File: src/rtl/range_session_ctrl.sv
// Session controller for the shared min/max range tracker.
// Two requesters compete for one tracker, which is granted round-robin.
// Each session clears the tracker, accumulates max/min/count over the owner's
// samples, and ends on owner finish or on an idle timeout. The block then
// reports range = max - min together with a one-cycle done pulse.
module range_session_ctrl #(
    parameter int DATA_W  = 10,
    parameter int CNT_W   = 8,
    parameter int TIMEOUT = 255
) (
    input  logic              clock,
    input  logic              reset,
    input  logic [1:0]        req_go,
    input  logic [1:0]        req_finish,
    input  logic              sample_valid,
    input  logic [DATA_W-1:0] sample_data,
    output logic [1:0]        grant,
    output logic              busy,
    output logic [DATA_W-1:0] max_out,
    output logic [DATA_W-1:0] min_out,
    output logic [DATA_W-1:0] range_out,
    output logic [CNT_W-1:0]  sample_count,
    output logic              done,
    output logic              done_id,
    output logic              error
);

    // The timer never exceeds TIMEOUT-1, because reaching it forces the session out of BUSY.
    localparam int TMR_W = (TIMEOUT < 2) ? 1 : $clog2(TIMEOUT);
    localparam logic [TMR_W-1:0] TMR_LAST = TMR_W'(TIMEOUT - 1);

    typedef enum logic [1:0] {
        ST_IDLE = 2'd0,
        ST_ARM  = 2'd1,
        ST_BUSY = 2'd2,
        ST_DONE = 2'd3
    } state_t;

    state_t           state_reg;
    state_t           state_next;
    logic             owner_reg;
    logic             rr_reg;      // requester preferred when both ask at once
    logic [TMR_W-1:0] timer_reg;

    logic pick;
    logic owner_finish;
    logic owner_go;
    logic timeout_hit;

    // Arbitration, end-of-session detection and next-state selection.
    always_comb begin
        state_next   = state_reg;
        pick         = (req_go == 2'b11) ? rr_reg : ~req_go[0];
        owner_finish = req_finish[owner_reg];
        owner_go     = req_go[owner_reg];
        timeout_hit  = !sample_valid && !owner_finish && (timer_reg == TMR_LAST);
        case (state_reg)
            ST_IDLE: if (|req_go) state_next = ST_ARM;
            ST_ARM:  state_next = ST_BUSY;
            ST_BUSY: if (owner_finish || timeout_hit) state_next = ST_DONE;
            ST_DONE: state_next = ST_IDLE;
            default: state_next = ST_IDLE;
        endcase
    end

    // Status outputs are plain decodes of the state and owner registers.
    always_comb begin
        busy = (state_reg != ST_IDLE);
        done = (state_reg == ST_DONE);
    end

    genvar gi;
    generate
        for (gi = 0; gi < 2; gi++) begin : g_grant
            assign grant[gi] = busy && (owner_reg == 1'(gi));
        end
    endgenerate

    // State register, owner selection, round-robin pointer and done_id capture.
    always_ff @(posedge clock or posedge reset) begin
        if (reset) begin
            state_reg <= ST_IDLE;
            owner_reg <= 1'b0;
            rr_reg    <= 1'b0;
            done_id   <= 1'b0;
        end else begin
            state_reg <= state_next;
            if (state_reg == ST_IDLE && |req_go) begin
                owner_reg <= pick;
                rr_reg    <= ~pick;
            end
            if (state_reg == ST_BUSY && state_next == ST_DONE) begin
                done_id <= owner_reg;
            end
        end
    end

    // Tracker datapath: clear on ARM, accumulate in BUSY, publish the range in DONE.
    always_ff @(posedge clock or posedge reset) begin
        if (reset) begin
            max_out      <= '0;
            min_out      <= '1;
            range_out    <= '0;
            sample_count <= '0;
            timer_reg    <= '0;
            error        <= 1'b0;
        end else begin
            case (state_reg)
                ST_ARM: begin
                    max_out      <= '0;
                    min_out      <= '1;
                    sample_count <= '0;
                    timer_reg    <= '0;
                    error        <= 1'b0;
                end
                ST_BUSY: begin
                    if (sample_valid) begin
                        if (sample_data > max_out) max_out <= sample_data;
                        if (sample_data < min_out) min_out <= sample_data;
                        if (sample_count != '1) sample_count <= sample_count + CNT_W'(1);
                        timer_reg <= '0;
                    end else if (timer_reg != TMR_LAST) begin
                        timer_reg <= timer_reg + TMR_W'(1);
                    end
                    // Finish still wins when combined with a go, but is flagged.
                    if (owner_finish && owner_go) error <= 1'b1;
                    if (timeout_hit) error <= 1'b1;
                end
                ST_DONE: begin
                    if (sample_count == '0) begin
                        range_out <= '0;
                        error     <= 1'b1;
                    end else begin
                        range_out <= max_out - min_out;
                    end
                end
                default: ;
            endcase
        end
    end

endmodule

File: config.mk
export PLATFORM = sky130hd
export DESIGN_NAME = range_session_ctrl
export DESIGN_NICKNAME = d
export VERILOG_FILES = /design/src/rtl/range_session_ctrl.sv
export SDC_FILE = /design/constraint.sdc
export NUM_CORES = 1
export LEC_CHECK = 0
export BUFFER_PORTS_ARGS = -buffer_cell sky130_fd_sc_hd__buf_4
export CORE_ASPECT_RATIO = 0.5
export CORE_UTILIZATION = 43
export CTS_BUF_LIST = sky130_fd_sc_hd__clkbuf_8
export DETAILED_ROUTE_END_ITERATION = 8
export PLACE_DENSITY = 0.66
export SKIP_CTS_REPAIR_TIMING = 1
export SYNTH_ARGS = -nofsm -noshare
export SYNTH_HDL_FRONTEND = slang
export SYNTH_SLANG_ARGS = --single-unit
File: constraint.sdc
create_clock -name clock -period 3.6 [get_ports clock]
set_input_delay 0.18 -clock clock [delete_from_list [all_inputs] [get_ports clock]]
set_output_delay 0.18 -clock clock [all_outputs]
set_load 0.01 [all_outputs]
==> flow_summary.ini, run 1 <==
[floorplan]
core_sq_um = 7490
die_w_um = 128
ioPinCount = 61
rows = 22
die_area_sq_um = 8280
initial_utilization_pct = 45.4
dieHeight_um = 64.9

[timing]
hold_violations = 0
final-setup-viol-count = 0
min_period_ns = 2.36
clock_skew_ns = 0.00988
maxSlewHeadroom_pct = 24.1
tns_ns = 0
fmax_mhz = 424
tightest_slew_ns = 1.14
final_max_slew_viol_count = 0
finalCritPeriodShare_pct = 65.5
grt_setup_unrepaired = false

[critical_path]
r2r_end = range_out[8]
regToRegStartpoint = min_out[0]
path_class = register to register
crit_chain = ha_1 > inv_1 > fa_1 > a211oi_1 > o21bai_1 > a41oi_1 > xor2_1 > o22ai_1
cp-end-kind = register
path_delay_family = compound AO/OA/AOI/OAI gates
reg2reg_depth = 8
critPathMaxStageDelay_ns = 0.57
worstPathMaxFanout = 4
crit_buf_inv = 1
critPathRequiredTime_ns = 3.76
ff2ff_setup_slack_ns = 1.24
crit_arrival_ns = 2.52
slowest_stage = dfstp_2
cp-start-kind = register

[layout]
nets = 471
top_regs = max_out x10, min_out x10, range_out x10
final_area_sq_um = 4060
num_antenna_cells = 0
drive_gt1_share_pct = 23.9
areaGrowthSynthToFinish_pct = 19.5

[flow_run]
drv_cap = 0

[logic_synthesis]
synth_seq_cells = 52
synth_area_sq_um = 3400
ys_seq_area_share_pct = 38.7
synth_most_common_cell = inv_1
synth_nets = 411
synth_area_per_cell_sq_um = 9.52
synth_edf_count = 0
synthFlopType = dfrtp_1
synth_cell_types = 50
synth_area_leader_cell = dfrtp_1
synthCells = 357
async_flop_share_pct = 100
synthTopCellsByArea = dfrtp_1, ha_1, dfstp_2
ys.warnings.count = 0
synth_top_area_share_pct = 30.9
synthTopCellsByCount = inv_1, dfrtp_1, nor2_1

[routing]
firstDrtPassIters = 4
top_layer_used = met4
antenna_left = 0
m1WireLength_um = 3550
first_iter_violations = 143
drc_errors = 0
wire_per_inst_um = 14.8
viasPerCell = 5.27
vias = 2770
dr_wl_met3_um = 264
wl_met2_um = 3830
finalWirelength_um = 7760

[min_path]
hold_path_depth = 2
min_to = owner_reg
worstHoldPathType = primary input to register
hp-start = req_go[0]

[outcome]
status = complete, no violations

[clock_tree]
cts_tree = yes
worstSkewPairLatency_ns = 0.32
cts.sink_count = 52
cts-root-buf = clkbuf_8
clkTransAtPathRegs_ns = 0.10
h-tree-depth = 2
clockBufferDepth = 2
numCtsBuffers = 5

[global_route]
grt_start_max_net_pins = 53
grt_pass1_wl_um = 12900
antenna_found_initial = 0
grt_overflow = 0
grt_usage_pct = 19.9
grt_pass1_vias = 2815

[power]
cellPowerDensity_nw_per_um2 = 849
ir_worst_vdd_uv = 347
p_leak_uw = 0.00206

[place]
dp_hpwl_um = 5920
portBuffers = 60
place_area_sq_um = 3950
globalplace.congestion = 0.819
==> cell usage in the layout, fill, tap and decap left out, drive strengths merged, types with 2 or more instances in the layout <==
master,count
a211oi,5
a21o,4
a21oi,16
a311oi,5
a31oi,5
a41oi,2
and2,5
and4,2
buf,62
clkbuf,5
dfrtp,42
dfstp,10
ha,36
inv,53
mux2,11
mux2i,11
nand2,22
nand2b,4
nand3,10
nand4,3
nor2,41
nor2b,4
nor3,4
o21a,2
o21ai,6
o221ai,2
o22ai,7
o31ai,4
o32ai,2
or4b,2
xnor2,9
xor2,8
==> how the worst max path moves through the flow <==
stage / startpoint / cells past startpoint / endpoint
final: min_out[0] / 8 / range_out[8]
after global routing: min_out[0] / 8 / range_out[8]
after CTS: min_out[0] / 8 / range_out[8]
after detailed placement: min_out[0] / 8 / range_out[8]
after global placement: min_out[0] / 8 / range_out[8]
after floorplan: min_out[0] / 8 / range_out[8]
==> kinds of logic after synthesis <==
group           count (synthesis)  synth area share (%)
simple gates                  101                  14.1
compound gates                 67                  15.0
xor+xnor                       17                  4.38
mux                            22                  6.89
buf+inv                        61                  7.14
fa+ha+maj                      37                  13.8
flops                          52                  38.7
==> routing by layer <==
metal,up-vias,track usage [%]
met5,-,0
met4,0,7.65
met3,11,3.96
met2,51,34.9
met1,1358,24.3
li1,1350,-
==> worst register-to-register path, delay by kind of cell (launching register included) <==
kind / cells / cell delay (ns)
adders and majority gates: 2 / 0.58
buffers and inverters: 1 / 0.06
AOI/OAI and AO/OA: 4 / 0.83
DFF: 1 / 0.57
xor gates and xnor gates: 1 / 0.17
==> where the power goes <==
group	switching (uW)	internal, uW	total [uW]
combinational	1080	927	2000
sequential	192	840	1030
clock	210	204	414
==> area by class of cell <==
cell class | instances | area (sq um)
tap | 108 | 135
fill | 717 | 3430
clock inverter | 3 | 38.8
timing repair buffer | 62 | 465
sequential | 52 | 1310
multi-input combinational | 244 | 1840
clock buffer | 5 | 68.8
inverter | 52 | 195
==> per-stage QoR <==
stage	hold WS, ns	std cells	util (%)	setup WS, ns	total power, uW
floorplan	0.273	357	-	1.43	2380
global placement	0.402	518	52.8	1.31	2980
detailed placement	0.413	518	52.8	1.26	3060
CTS	0.0600	526	54.2	1.24	3480
global route	0.0575	526	54.2	1.05	3750
finish	0.0719	526	54.2	1.24	3450
(Power assumes the default switching activity.)
==> run 2: changes to the inputs <==
clock period = 2.5 ns   (was 3.6 ns; I/O delays follow)
==> flow_summary.ini, run 2 (same netlist as run 1, synthesis figures left out) <==
[clock_tree]
cts-root-buf = clkbuf_8
cts_tree = yes
clockBufferDepth = 2
worstSkewPairLatency_ns = 0.32
clkTransAtPathRegs_ns = 0.10
numCtsBuffers = 5
h-tree-depth = 2
cts.sink_count = 52

[critical_path]
crit_arrival_ns = 2.54
path_delay_family = compound AO/OA/AOI/OAI gates
slowest_stage = dfstp_2
startpoint = min_out[0]
critPathMaxStageDelay_ns = 0.57
regToRegStartpoint = min_out[0]
crit_buf_inv = 1
path_class = register to register
cp-end-kind = register
worstPathMaxFanout = 4
crit_chain = ha_1 > inv_1 > fa_1 > a211oi_1 > o21bai_1 > a41oi_1 > xor2_1 > o22ai_1
critPathRequiredTime_ns = 2.69
cp-start-kind = register

[floorplan]
dieHeight_um = 64.9
die_area_sq_um = 8280
ioPinCount = 61
rows = 22
core_sq_um = 7490
die_w_um = 128
initial_utilization_pct = 45.4

[place]
globalplace.congestion = 0.847
portBuffers = 60
place_area_sq_um = 4000
dp_hpwl_um = 5770

[routing]
viasPerCell = 5.15
vias = 2738
finalWirelength_um = 7470
first_iter_violations = 156
wire_per_inst_um = 14.0
drc_errors = 0
antenna_left = 0
firstDrtPassIters = 4

[timing]
final-setup-viol-count = 0
tightest_slew_ns = 0.676
fmax_mhz = 425
min_period_ns = 2.35
maxSlewHeadroom_pct = 55.0
hold_violations = 8
finalCritPeriodShare_pct = 94.1
clock_skew_ns = 0.0125
tns_ns = 0
hold_slack_ns = -0.00401
grt_setup_unrepaired = false
final_max_slew_viol_count = 0

[global_route]
grt_start_max_net_pins = 53
grt_pass1_wl_um = 12500
grt_usage_pct = 19.4
grt_overflow = 0
grt_pass1_vias = 2725
antenna_found_initial = 0

[layout]
areaGrowthSynthToFinish_pct = 20.4
top_regs = max_out x10, min_out x10, range_out x10
num_antenna_cells = 0
mostFrequentLayoutCells = buf_4, inv_1, dfrtp_1
nets = 477
final_common_cell = buf_4
n_fill_cell = 718
final_area_sq_um = 4090
drive_gt1_share_pct = 25.2
final_core_util_pct = 54.6

[flow_run]
drv_cap = 0

[outcome]
violations = negative hold slack
status = complete, but fails checks

[power]
finalPower_uw = 4900
cellPowerDensity_nw_per_um2 = 1200
ir_worst_vdd_uv = 455
p_leak_uw = 0.00208

[min_path]
worstHoldPathType = primary input to async pin
-- run 2: cell types whose count changed in the layout (fill, tap and decap cells not counted) --
cell       change
clkinv_2       +1
inv_1          -1
buf_4          +6
clkbuf_8       +1
bufinv_16      -1
-- run 2: worst paths after layout --
path / to / slack [ns] / depth (start not counted)
min in group clock: owner_reg / 0.02 / 2
min reg2reg: rr_reg / 0.49 / 1
max reg2reg: range_out[8] / 0.15 / 8
min: max_out[7] / -0.004 / 3
max: range_out[8] / 0.15 / 8
max in group asynchronous: sample_count[7] / 2.06 / 3
-- run 2: area by class of cell --
type                            count  area [sq um]  share of cell area (%)
Clock buffer                        6          82.6                    2.02
Inverter                           52           195                    4.77
Clock inverter                      2          10.0                   0.245
Timing Repair Buffer               68           510                    12.5
Multi-Input combinational cell    244          1840                    45.1
Sequential cell                    52          1310                    32.1
Tap cell                          108           135                    3.30
-- run 2: worst register-to-register path, stage by stage, from the launching register on --
cell,delay (ns)
dfstp_2,0.57
ha_1,0.17
inv_1,0.06
fa_1,0.42
a211oi_1,0.36
o21bai_1,0.15
a41oi_1,0.25
xor2_1,0.18
o22ai_1,0.08
-- run 2: report_power, final --
part / switching, uW / leakage (uW) / internal, uW
combinational: 1540 / 0.00137 / 1360
clock: 296 / 0.0000510 / 222
sequential: 270 / 0.000658 / 1210
-- run 2: stage by stage --
step,std cells,worst slack (ns)
finish,532,0.148
global route,532,0.0439
detailed placement,524,0.159
CTS,532,0.143
global placement,524,0.251
floorplan,357,0.329
-- run 2: routing by layer --
metal | vias up | GRT usage [%] | wire (um)
met1 | 1312 | 24.3 | 3570
met2 | 51 | 34.0 | 3530
met5 | - | 0 | 0
li1 | 1365 | - | -
met3 | 10 | 3.63 | 244
met4 | 0 | 6.47 | 128
==> run 3: changes to the inputs <==
--- a/config.mk
+++ b/config.mk
@@ -8,3 +8,3 @@
 export BUFFER_PORTS_ARGS = -buffer_cell sky130_fd_sc_hd__buf_4
-export CORE_ASPECT_RATIO = 0.5
+export CORE_ASPECT_RATIO = 1.75
 export CORE_UTILIZATION = 43
==> constraint.sdc (replaced) <==
create_clock -name clock -period 2.5 [get_ports clock]
set_input_delay 0.25 -clock clock [delete_from_list [all_inputs] [get_ports clock]]
set_output_delay 0.25 -clock clock [all_outputs]
set_load 0.01 [all_outputs]
==> flow_summary.ini, run 3 (same netlist as run 1, synthesis figures left out) <==
[timing]
final-setup-viol-count = 0
grt_setup_unrepaired = false
final_max_slew_viol_count = 0
tns_ns = 0
finalCritPeriodShare_pct = 91.1
clock_skew_ns = 0.0151
maxSlewHeadroom_pct = 62.2
hold_violations = 0
fmax_mhz = 439
min_period_ns = 2.28
hold_slack_ns = 0.121
tightest_slew_ns = 0.562

[global_route]
grt_pass1_wl_um = 13100
grt_usage_pct = 19.8
antenna_found_initial = 0
grt_start_max_net_pins = 30
grt_pass1_vias = 2908
grt_overflow = 0

[critical_path]
critPathRequiredTime_ns = 2.72
critPathMaxStageDelay_ns = 0.57
cp-start-kind = register
path_class = register to register
reg2reg_depth = 8
slowest_stage = dfstp_2
crit_arrival_ns = 2.50
worstPathMaxFanout = 4
crit_chain = ha_1 > inv_1 > fa_1 > a211oi_1 > o21bai_1 > a41oi_1 > xor2_1 > o22ai_1
cp-end-kind = register

[routing]
finalWirelength_um = 7760
vias = 2777
firstDrtPassIters = 4
drc_errors = 0
first_iter_violations = 77
wire_per_inst_um = 15.0
antenna_left = 0
viasPerCell = 5.37

[power]
p_int_uw = 2810
clock_power_share_pct = 10.6
seq_power_share_pct = 30.1
pwr-share-comb_pct = 59.2
p_leak_uw = 0.00210
p_sw_uw = 2130
cellPowerDensity_nw_per_um2 = 1200
swShare_pct = 43.1
ir_worst_vdd_uv = 657

[layout]
final_cell_count_no_fill = 517
num_antenna_cells = 0
top_regs = max_out x10, min_out x10, range_out x10
areaGrowthSynthToFinish_pct = 20.9
n_fill_cell = 721
drive_gt1_share_pct = 25.9
final_common_cell = buf_4
mostFrequentLayoutCells = buf_4, inv_1, dfrtp_1
nets = 482

[min_path]
hold_path_depth = 2
worstHoldPathType = primary input to register

[outcome]
status = complete, no violations

[floorplan]
initial_utilization_pct = 44.6
dieHeight_um = 120
core_sq_um = 7620
rows = 42
ioPinCount = 61
die_area_sq_um = 8280
die_w_um = 69.2

[clock_tree]
cts-root-buf = clkbuf_8
worstSkewPairLatency_ns = 0.33
numCtsBuffers = 5
clkTransAtPathRegs_ns = 0.11
cts.sink_count = 52
clockBufferDepth = 2
cts_tree = yes
h-tree-depth = 2

[place]
portBuffers = 60
globalplace.congestion = 0.874
dp_hpwl_um = 6200
dpl.cell_count = 508

[flow_run]
drv_cap = 0
[run 3: changes by cell type in the layout (fill, tap and decap cells not counted)]
cell,previous run,this run
buf_4,68,72
clkinv_4,0,2
clkinv_2,2,0
inv_6,0,1
dlygate4sd3_1,0,1
clkbuf_8,6,5
[run 3: worst paths after layout]
path,start,to,slack [ns]
setup / recovery,min_out[0],range_out[8],0.22
setup reg to reg,min_out[0],range_out[8],0.22
hold reg to reg,rr_reg,rr_reg,0.48
min in group asynchronous,reset,owner_reg,0.35
hold / removal,req_go[0],owner_reg,0.12
max in group asynchronous,reset,min_out[1],1.49
[run 3: routing by layer]
layer	vias up	GRT usage, %	part of all wire [%]
li1	1370	-	-
met1	1333	19.3	37
met2	56	39.6	57
met3	18	2.85	2.6
met4	0	8.93	3.1
met5	-	0	0
[run 3: cell type report]
class | count | area, sq um | area share (%)
Clock inverter | 3 | 26.3 | 0.639
Sequential cell | 52 | 1310 | 32.0
Multi-Input combinational cell | 244 | 1840 | 44.9
Timing Repair Buffer | 73 | 551 | 13.4
Inverter | 52 | 195 | 4.75
Clock buffer | 5 | 68.8 | 1.67
Tap cell | 88 | 110 | 2.68
[run 3: power by group through the flow]
stage | Sequential [uW] | Combinational (uW) | Clock (uW)
5_1_grt | 1530 | 3260 | 567
4_1_cts | 1490 | 2960 | 549
6_report | 1490 | 2920 | 525
3_3_place_gp | 1490 | 2910 | 0
3_5_place_dp | 1510 | 2940 | 0
2_1_floorplan | 1570 | 1860 | 0
[run 3: critical path, delay by kind of cell (launching register included)]
| family | cells | cell delay [ns] |
|---|---|---|
| buffers and inverters | 1 | 0.05 |
| AOI/OAI and AO/OA | 4 | 0.80 |
| xor gates and xnor gates | 1 | 0.16 |
| DFF | 1 | 0.57 |
| adders and majority gates | 2 | 0.59 |
[run 3: metrics by stage]
| stage | utilization, % | total power, uW | worst slack, ns | cell area, sq um |
|---|---|---|---|---|
| floorplan | - | 3430 | 0.329 | 3400 |
| detailed placement | 52.5 | 4450 | 0.207 | 4000 |
| global placement | 52.5 | 4400 | 0.247 | 4000 |
| finish | 53.9 | 4930 | 0.223 | 4110 |
| CTS | 53.8 | 5010 | 0.212 | 4100 |
| global route | 53.9 | 5360 | 0.0399 | 4110 |
